$ cat config.mk
export PLATFORM = sky130hd
export DESIGN_NAME = master_bridge_fifo_rd_arbiter
export DESIGN_NICKNAME = d
export VERILOG_FILES = /design/src/rtl/master_bridge_fifo_rd_arbiter.sv
export SDC_FILE = /design/constraint.sdc
export NUM_CORES = 1
export LEC_CHECK = 0
export ABC_AREA = 1
export CORE_MARGIN = 4
export CORE_UTILIZATION = 41
export CTS_BUF_LIST = sky130_fd_sc_hd__clkbuf_8
export CTS_CLUSTER_SIZE = 40
export DETAILED_ROUTE_END_ITERATION = 12
export GPL_ROUTABILITY_DRIVEN = 0
export PLACE_DENSITY = 0.95
export SETUP_SLACK_MARGIN = 0.1
export SYNTH_ARGS = -nofsm -noshare
export SYNTH_HDL_FRONTEND = slang
export SYNTH_SLANG_ARGS = --single-unit
$ cat constraint.sdc
create_clock -name R_CLK -period 4.5 [get_ports R_CLK]
set_input_delay 0.45 -clock R_CLK [delete_from_list [all_inputs] [get_ports R_CLK]]
set_output_delay 0.45 -clock R_CLK [all_outputs]
set_load 0.02 [all_outputs]
$ cat src/rtl/master_bridge_fifo_rd_arbiter.sv
// Read-side scheduler for the master bridge clock-crossing FIFOs: round-robin
// between non-empty FIFOs, holding each grant until a last-flagged word pops.
module master_bridge_fifo_rd_arbiter #(
  parameter int NUM_FIFOS  = 3,
  parameter int DATA_WIDTH = 32,
  parameter int SRC_WIDTH  = 2
) (
  input  logic                                R_CLK,
  input  logic                                R_RST,
  input  logic [NUM_FIFOS-1:0]                fifo_empty,
  input  logic [NUM_FIFOS*(DATA_WIDTH+1)-1:0] fifo_rd_data,
  output logic [NUM_FIFOS-1:0]                fifo_rd_inc,
  output logic                                out_valid,
  input  logic                                out_ready,
  output logic [DATA_WIDTH-1:0]               out_data,
  output logic                                out_last,
  output logic [SRC_WIDTH-1:0]                out_src,
  output logic                                busy
);

  localparam int SLOTS  = 1 << SRC_WIDTH;
  localparam int WORD_W = DATA_WIDTH + 1;

  localparam logic [0:0] IDLE = 1'b0;
  localparam logic [0:0] XFER = 1'b1;

  logic [0:0]           state;
  logic [SRC_WIDTH-1:0] grant;
  logic [SRC_WIDTH-1:0] prio;
  logic [SRC_WIDTH-1:0] pick;
  logic                 any_ready;
  logic                 load;
  logic [WORD_W-1:0]    cur_word;

  logic                 empty_slot [SLOTS];
  logic [WORD_W-1:0]    word_slot  [SLOTS];

  function automatic logic [SRC_WIDTH-1:0] next_src(input logic [SRC_WIDTH-1:0] src);
    if (int'(src) + 1 >= NUM_FIFOS) return '0;
    return src + SRC_WIDTH'(1);
  endfunction

  // Pad the port arrays out to the full index range so grant can index them
  // directly; unused slots look permanently empty.
  for (genvar g = 0; g < SLOTS; g++) begin : g_slot
    if (g < NUM_FIFOS) begin : g_used
      assign empty_slot[g] = fifo_empty[g];
      assign word_slot[g]  = fifo_rd_data[g*WORD_W +: WORD_W];
    end else begin : g_pad
      assign empty_slot[g] = 1'b1;
      assign word_slot[g]  = '0;
    end
  end

  // Scan downward in offset so the nearest non-empty FIFO at or after prio wins.
  always_comb begin
    int                   idx;
    logic [SRC_WIDTH-1:0] sel;
    pick      = prio;
    any_ready = 1'b0;
    idx       = 0;
    sel       = '0;
    for (int k = NUM_FIFOS - 1; k >= 0; k--) begin
      idx = int'(prio) + k;
      if (idx >= NUM_FIFOS) idx = idx - NUM_FIFOS;
      sel = SRC_WIDTH'(idx);
      if (!empty_slot[sel]) begin
        pick      = sel;
        any_ready = 1'b1;
      end
    end
  end

  assign cur_word = word_slot[grant];
  assign load     = (state == XFER) && !empty_slot[grant] && (!out_valid || out_ready);
  assign busy     = (state == XFER);

  always_comb begin
    fifo_rd_inc = '0;
    for (int i = 0; i < NUM_FIFOS; i++) begin
      if (grant == SRC_WIDTH'(i)) fifo_rd_inc[i] = load;
    end
  end

  // Arbitration / grant-hold state
  always_ff @(posedge R_CLK or negedge R_RST) begin
    if (!R_RST) begin
      state <= IDLE;
      grant <= '0;
      prio  <= '0;
    end else begin
      case (state)
        IDLE: begin
          if (any_ready) begin
            grant <= pick;
            state <= XFER;
          end
        end
        XFER: begin
          if (load && cur_word[WORD_W-1]) begin
            state <= IDLE;
            prio  <= next_src(grant);
          end
        end
        default: state <= IDLE;
      endcase
    end
  end

  // Output register: fields only change on a new load, so they stay put under backpressure
  always_ff @(posedge R_CLK or negedge R_RST) begin
    if (!R_RST) begin
      out_valid <= 1'b0;
      out_data  <= '0;
      out_last  <= 1'b0;
      out_src   <= '0;
    end else if (load) begin
      out_valid <= 1'b1;
      out_data  <= cur_word[DATA_WIDTH-1:0];
      out_last  <= cur_word[WORD_W-1];
      out_src   <= grant;
    end else if (out_valid && out_ready) begin
      out_valid <= 1'b0;
    end
  end

endmodule

==> results of run 1 <==
[critical path, stage by stage, from the launching register on]
cell and delay (ns):
dfrtp_1 0.65, inv_2 0.34, nand2_1 0.21, o21ai_1 0.07, nor2_1 0.17, nand2_2 0.41
nor2_1 0.21, clkdlybuf4s50_1 0.64
[metrics by stage]
step           std cells   util  cell area [um2]  setup slack (ns)  hold WS, ns
2_1_floorplan        358      -             2380              2.63        0.154
6_report             566  0.703             3920              1.05        0.293
5_1_grt              566  0.703             3920             0.782        0.364
4_1_cts              566  0.703             3920              1.03        0.318
3_3_place_gp         558  0.689             3840              1.50        0.457
3_5_place_dp         558  0.689             3840              1.34        0.469
[final timing paths]
check | start | to | slack, ns
worst max-delay path | grant[1]$_DFFE_PN0P_ | fifo_rd_inc[0] | 1.05
max in group asynchronous | R_RST | out_data[25]$_DFFE_PN0P_ | 3.65
worst max register to register | grant[1]$_DFFE_PN0P_ | out_data[12]$_DFFE_PN0P_ | 1.68
worst min-delay path | R_RST | out_data[10]$_DFFE_PN0P_ | 0.29
worst min register to register | out_last$_DFFE_PN0P_ | out_last$_DFFE_PN0P_ | 0.49
min in group R_CLK | out_last$_DFFE_PN0P_ | out_last$_DFFE_PN0P_ | 0.49
[power by group through the flow]
stage	Sequential [uW]	Combinational [uW]	Clock, uW
after floorplan	809	858	0
after global placement	649	1570	0
after detailed placement	658	1630	0
after CTS	655	1640	222
after global routing	674	1800	240
final	654	1630	216
[cells in the mapped netlist (all sizes together)]
master,count
ha,2
nor2,16
inv,13
a22oi,1
nand3,51
nor3,1
dfrtp,41
buf,15
o21ai,19
nand2,173
a21oi,21
clkbuf,5
[area by class of cell]
cell class              instances  area, um2
flip-flops and latches         41       1030
repair buffers                148       1470
well taps                      72       90.1
clock inverters                 3       11.3
multi-input cells             284       1210
inverters                      13       48.8
clock buffers                   5       68.8
fillers                       469       1650
[metal layers]
layer | GRT usage | share of wire
met1 | 0.254 | 0.38
met2 | 0.426 | 0.53
met3 | 0.0540 | 0.080
met4 | 0.0439 | 0.011
met5 | 0 | 0
[cell usage in the layout (no fill, tap or decap), drive strengths merged]
cell and instances:
a21oi 21, a22oi 1, buf 5, clkbuf 5, clkdlybuf4s50 143, dfrtp 41, ha 2, inv 16
nand2 173, nand3 51, nor2 16, nor3 1, o21ai 19
[sequential cells by signal (all words and copies together), names as in the netlist]
name and flops:
busy 1, grant 2, out_data 32, out_last 1
out_src 2, out_valid 1, prio 2
[cell families after synthesis]
family,share of synthesized area
AO/OA/AOI/OAI,0.0872
adder cells (fa/ha/maj),0.0105
buffers and inverters,0.0610
flip-flops,0.431
AND/OR/NAND/NOR,0.410
==> results.cfg, run 1 <==
[power_and_ir_drop]
p_total_uw = 2500
p_int_uw = 1290
switchingPower_uw = 1210
p_clk_frac = 0.086
p_leak_uw = 0.00184
p_per_area_mw_per_mm2 = 637
switching_share = 0.484
seqPwrFrac = 0.262
combPwrFrac = 0.652
irDropWorstVdd_mv = 0.327

[sta]
timing.fmax_mhz = 290
setup_viol = 0
rsz0062_at_grt = false
fin_tns_setup_ns = 0
period_needed_ns = 3.45
period_share = 0.766
finClkSkew_ns = 0.00600
worstMarginPinSlew_ns = 0.879
hold_viol = 0
final_max_slew_viol_count = 0
relSlewSlack = 0.414

[synth]
ys_seq_area_frac = 0.431
syn-num-nets = 465
synth_area_mm2 = 0.00238
synth_seq_cells = 41
synth_cells = 358
yosys.area.top_type = dfrtp_1
synth_cell_types = 18
yosysTopAreaCellShare = 0.431
yosys_warnings = 0
synthTopCellsByArea = dfrtp_1 43%, nand2_1 27%, nand3_1 11%
syn_avg_cell_area_um2 = 6.65

[global_route]
grt_overflow_total = 0
grt_pass1_vias = 2838
grt_max_degree = 42
grt_pass1_wl_um = 13100
grt_antenna_before_repair = 0
grt_util_all_layers = 0.224

[clock_network]
insertion_delay_ns = 0.27
numClockSinks = 41
clk_pin_slew_ns = 0.07
ctsResizeCount = 0
cts_made_buffers = 5
cts_tree = built
h-tree-depth = 2
cts.path.max_buffers = 2
cts_hold_buf = 0
root_buffer = clkbuf_8
cts_setup_buffers = 0

[detailed_routing]
ant_nets = 0
viasPerCell = 5.05
drc = 0
drt-pass1-iter-count = 4
post_drt_wl_per_cell_um = 14.5
via_count = 2857
dr.first_iter.drc_count = 102
routed_wl_um = 8190

[floorplan]
start_util = 0.427
die_w_um = 84.2
chipHeight_um = 84.2
io_pins = 145
dieArea_mm2 = 0.00709
fp.coreArea_mm2 = 0.00557
num_rows = 27

[finish]
finalNetCount = 600
drive_gt1_frac = 0.0324
num_antenna_cells = 0
areaGrowthSynthToFinish_pct = 64.7

[job]
drv_cap = 0

[setup_path]
r2r_cells = 9
worstPathArrival_ns = 3.00
required_ns = 4.05
start_kind = register
worstPathMaxFanout = 35
path_class = register to output port
cp-end-kind = output port

[place]
io_buffers = 144
hpwl_um = 6270

[min_path]
hold_class = input port to asynchronous set/reset pin

[run_status]
status = completed
Power figures use the tool's default switching activity.
==> run 2, diff against run 1 <==
Settings changed: CORE_UTILIZATION 41 to 39, PLACE_DENSITY 0.95 to 0.93.
Clock period 4.5 ns to 3.45 ns, I/O delays scaled along.
==> results.cfg, run 2 (same netlist as run 1, synthesis figures left out) <==
[setup_path]
worstPathArrival_ns = 2.44
path_class = register to output port
start_kind = register
required_ns = 3.11
cp-end-kind = output port
worstPathMaxFanout = 32

[sta]
fin_tns_setup_ns = 0
period_share = 0.807
timing.fmax_mhz = 359
hold_viol = 0
rsz0062_at_grt = false
period_needed_ns = 2.79
finClkSkew_ns = 0.00207
worstMarginPinSlew_ns = 0.899
setup_viol = 0
relSlewSlack = 0.401
final_max_slew_viol_count = 0

[detailed_routing]
viasPerCell = 4.94
drc = 0
post_drt_wl_per_cell_um = 14.1
routed_wl_um = 8070
ant_nets = 0
drt-pass1-iter-count = 5
via_count = 2820
dr.first_iter.drc_count = 122

[global_route]
grt_overflow_total = 0
grt_max_degree = 42
grt_util_all_layers = 0.212
grt_antenna_before_repair = 0
grt_pass1_wl_um = 12600
grt_pass1_vias = 2744

[clock_network]
h-tree-depth = 2
cts.path.max_buffers = 2
ctsResizeCount = 0
root_buffer = clkbuf_8
cts_hold_buf = 0
cts_made_buffers = 5
cts_tree = built
numClockSinks = 41
clk_pin_slew_ns = 0.08
insertion_delay_ns = 0.29
cts_setup_buffers = 0

[place]
place_inst = 563
io_buffers = 144
hpwl_um = 6180

[finish]
final_cell_mix = 172 x nand2_1, 143 x clkdlybuf4s50_1, 51 x nand3_1
drive_gt1_frac = 0.0403
regMostFlops = out_data
num_antenna_cells = 0
nFillCells = 518
areaGrowthSynthToFinish_pct = 65.6
largest_reg_flops = 32
fin_cells = 571
finalNetCount = 602
final_common_cell = nand2_1

[power_and_ir_drop]
combPwrFrac = 0.650
p_int_uw = 1700
irDropWorstVdd_mv = 0.454
switchingPower_uw = 1580
switching_share = 0.482
seqPwrFrac = 0.260
p_leak_uw = 0.00185
p_per_area_mw_per_mm2 = 832
p_clk_frac = 0.091

[min_path]
hold_class = input port to asynchronous set/reset pin

[floorplan]
die_w_um = 86.1
start_util = 0.402
io_pins = 145
dieArea_mm2 = 0.00742
num_rows = 28
fp.coreArea_mm2 = 0.00592
chipHeight_um = 86.1

[job]
drv_cap = 0

[run_status]
status = completed
-- run 2: cell types whose count changed in the layout (fill, tap and decap cells not counted), sizes merged --
cell / previous run / this run
inv: 16 / 14
buf: 5 / 7
clkinv: 0 / 2
-- run 2: worst paths after layout --
path                                           from                        to  slack [ns]  cells after the start
min in group R_CLK         out_data[16]$_DFFE_PN0P_  out_data[16]$_DFFE_PN0P_        0.48                      2
max                            grant[1]$_DFFE_PN0P_            fifo_rd_inc[1]        0.66                      8
min                                           R_RST   out_data[5]$_DFFE_PN0P_        0.18                      1
min reg2reg                out_data[16]$_DFFE_PN0P_  out_data[16]$_DFFE_PN0P_        0.48                      2
max reg2reg                    grant[1]$_DFFE_PN0P_  out_data[10]$_DFFE_PN0P_        1.35                      8
max in group asynchronous                     R_RST  out_data[18]$_DFFE_PN0P_        2.71                      1
-- run 2: critical path, cell delays in order (launching register included) --
cell             delay (ns)
dfrtp_1                0.62
inv_2                  0.06
nand2_1                0.12
o21ai_1                0.07
nor2_1                 0.18
nand2_2                0.10
buf_4                  0.25
nor2_1                 0.13
clkdlybuf4s50_1        0.61
-- run 2: cell type report --
type,count,area [um2],area share
repair buffers,150,1480,0.376
multi-input cells,284,1210,0.307
clock inverters,3,13.8,0.00349
inverters,13,48.8,0.0124
well taps,75,93.8,0.0238
flip-flops and latches,41,1030,0.260
clock buffers,5,68.8,0.0175
-- run 2: stage by stage --
| step | utilization | power, uW | setup WS (ns) | hold WS, ns | cell area (um2) |
|---|---|---|---|---|---|
| final | 0.666 | 3280 | 0.665 | 0.180 | 3940 |
| after global routing | 0.666 | 3570 | 0.515 | 0.259 | 3940 |
| after CTS | 0.666 | 3310 | 0.633 | 0.203 | 3940 |
| after detailed placement | 0.652 | 3000 | 0.779 | 0.462 | 3860 |
| after global placement | 0.652 | 2930 | 0.846 | 0.462 | 3860 |
| after floorplan | - | 2170 | 1.69 | 0.0494 | 2380 |
-- run 2: metal layers --
layer	global-route usage	wire, um	vias to the layer above	part of all wire
met1	0.246	3100	1295	0.38
met2	0.399	4330	103	0.54
li1	-	-	1416	-
met4	0.0576	88	0	0.011
met5	0	0	-	0
met3	0.0346	554	6	0.069
-- run 2: power groups by stage --
stage | logic [uW] | clock network, uW | registers [uW]
floorplan | 1120 | 0 | 1060
global placement | 2090 | 0 | 845
detailed placement | 2140 | 0 | 857
CTS | 2150 | 309 | 853
global route | 2360 | 327 | 881
finish | 2130 | 297 | 853
==> run 3, diff against run 2 <==
Clock period 3.45 ns to 2.7 ns, I/O delays scaled along.
==> results.cfg, run 3 (same netlist as run 1, synthesis figures left out) <==
[finish]
drive_gt1_frac = 0.0462
multiInputGateArea_mm2 = 0.00121
finalNetCount = 604
fin_cells = 573
regMostFlops = out_data
areaGrowthSynthToFinish_pct = 68.7
largest_reg_flops = 32
num_antenna_cells = 0
finalInstanceArea_mm2 = 0.00402
final_cell_mix = 172 x nand2_1, 143 x clkdlybuf4s50_1, 51 x nand3_1
nFillCells = 502
regArea_mm2 = 0.00103
final_common_cell = nand2_1
postLayoutCoreUtil = 0.679

[min_path]
hold_class = input port to asynchronous set/reset pin

[power_and_ir_drop]
p_per_area_mw_per_mm2 = 1110
p_leak_uw = 0.00188
irDropWorstVdd_mv = 0.750

[global_route]
grt_pass1_wl_um = 12800
grt_pass1_vias = 2867
grt_util_all_layers = 0.216
grt_antenna_before_repair = 0
grt_overflow_total = 0
grt_max_degree = 42

[floorplan]
chipHeight_um = 86.1
fp.coreArea_mm2 = 0.00592
start_util = 0.402
io_pins = 145
num_rows = 28
dieArea_mm2 = 0.00742
die_w_um = 86.1

[detailed_routing]
drt-pass1-iter-count = 4
post_drt_wl_per_cell_um = 14.0
viasPerCell = 5.02
dr.first_iter.drc_count = 119
ant_nets = 0
top_layer_used = met4
routed_wl_um = 8020
via_count = 2874
met2_length_um = 4210
wirelength_met1_um = 3100
drc = 0
route.met3.wl_um = 596

[place]
dpl_cell_area_mm2 = 0.00387
place_inst = 565
hpwl_um = 6120
io_buffers = 144

[clock_network]
cts_tree = built
cts_hold_buf = 0
root_buffer = clkbuf_8
cts_made_buffers = 5
clk_pin_slew_ns = 0.08
ctsResizeCount = 0
insertion_delay_ns = 0.29
h-tree-depth = 2
cts.path.max_buffers = 2
numClockSinks = 41
cts_setup_buffers = 0

[run_status]
status = completed

[sta]
period_share = 0.923
worstMarginPinSlew_ns = 0.874
timing.fmax_mhz = 401
setup_viol = 0
relSlewSlack = 0.418
final_max_slew_viol_count = 0
rsz0062_at_grt = false
finClkSkew_ns = 0.00823
hold_ws_ns = 0.0881
fin_tns_setup_ns = 0
hold_viol = 0
period_needed_ns = 2.49

[setup_path]
start_kind = register
rrSetupSlack_ns = 0.82
required_ns = 2.43
worstPathMaxFanout = 15
worstPathArrival_ns = 2.22
cp-end-kind = output port
path_class = register to output port

[job]
drv_cap = 0
[run 3: changes by cell type in the layout (fill, tap and decap cells not counted), sizes merged]
cell / delta
clkinv: -1
buf: +2
bufinv: +2
inv: -1
[run 3: final timing paths]
kind,endpoint,from,cells after the start
setup / recovery,fifo_rd_inc[0],grant[0]$_DFFE_PN0P_,6
hold / removal,out_data[11]$_DFFE_PN0P_,R_RST,1
setup reg to reg,out_data[18]$_DFFE_PN0P_,grant[0]$_DFFE_PN0P_,8
hold reg to reg,out_data[5]$_DFFE_PN0P_,out_data[5]$_DFFE_PN0P_,2
max in group asynchronous,busy$_DFF_PN0_,R_RST,1
min in group R_CLK,out_data[5]$_DFFE_PN0P_,out_data[5]$_DFFE_PN0P_,2
[run 3: power breakdown]
part / leakage [uW] / internal [uW] / switching (uW)
Combinational: 0.00130 / 1120 / 1680
Sequential: 0.000518 / 899 / 171
Clock: 0.0000681 / 367 / 201
[run 3: layer usage]
| metal | track usage | up-vias |
|---|---|---|
| li1 | - | 1422 |
| met1 | 0.246 | 1315 |
| met2 | 0.399 | 127 |
| met3 | 0.0490 | 10 |
| met4 | 0.0633 | 0 |
| met5 | 0 | - |
[run 3: stage by stage]
step	power (uW)	setup slack [ns]
finish	4440	0.209
global route	4820	0.0832
CTS	4450	0.199
detailed placement	3870	0.247
global placement	3780	0.298
floorplan	2780	1.01
[run 3: worst max-delay path, stage by stage (launching register included)]
cell             delay (ns)
dfrtp_1                0.45
nand2_1                0.18
o21ai_1                0.08
nor2_1                 0.22
nand2_4                0.17
nor2_1                 0.20
clkdlybuf4s50_1        0.64
[run 3: layout make-up]
type / instances / area share
clock buffers: 5 / 0.0171
clock inverters: 3 / 0.0162
inverters: 13 / 0.0121
multi-input cells: 284 / 0.302
flip-flops and latches: 41 / 0.255
well taps: 75 / 0.0234
repair buffers: 152 / 0.373
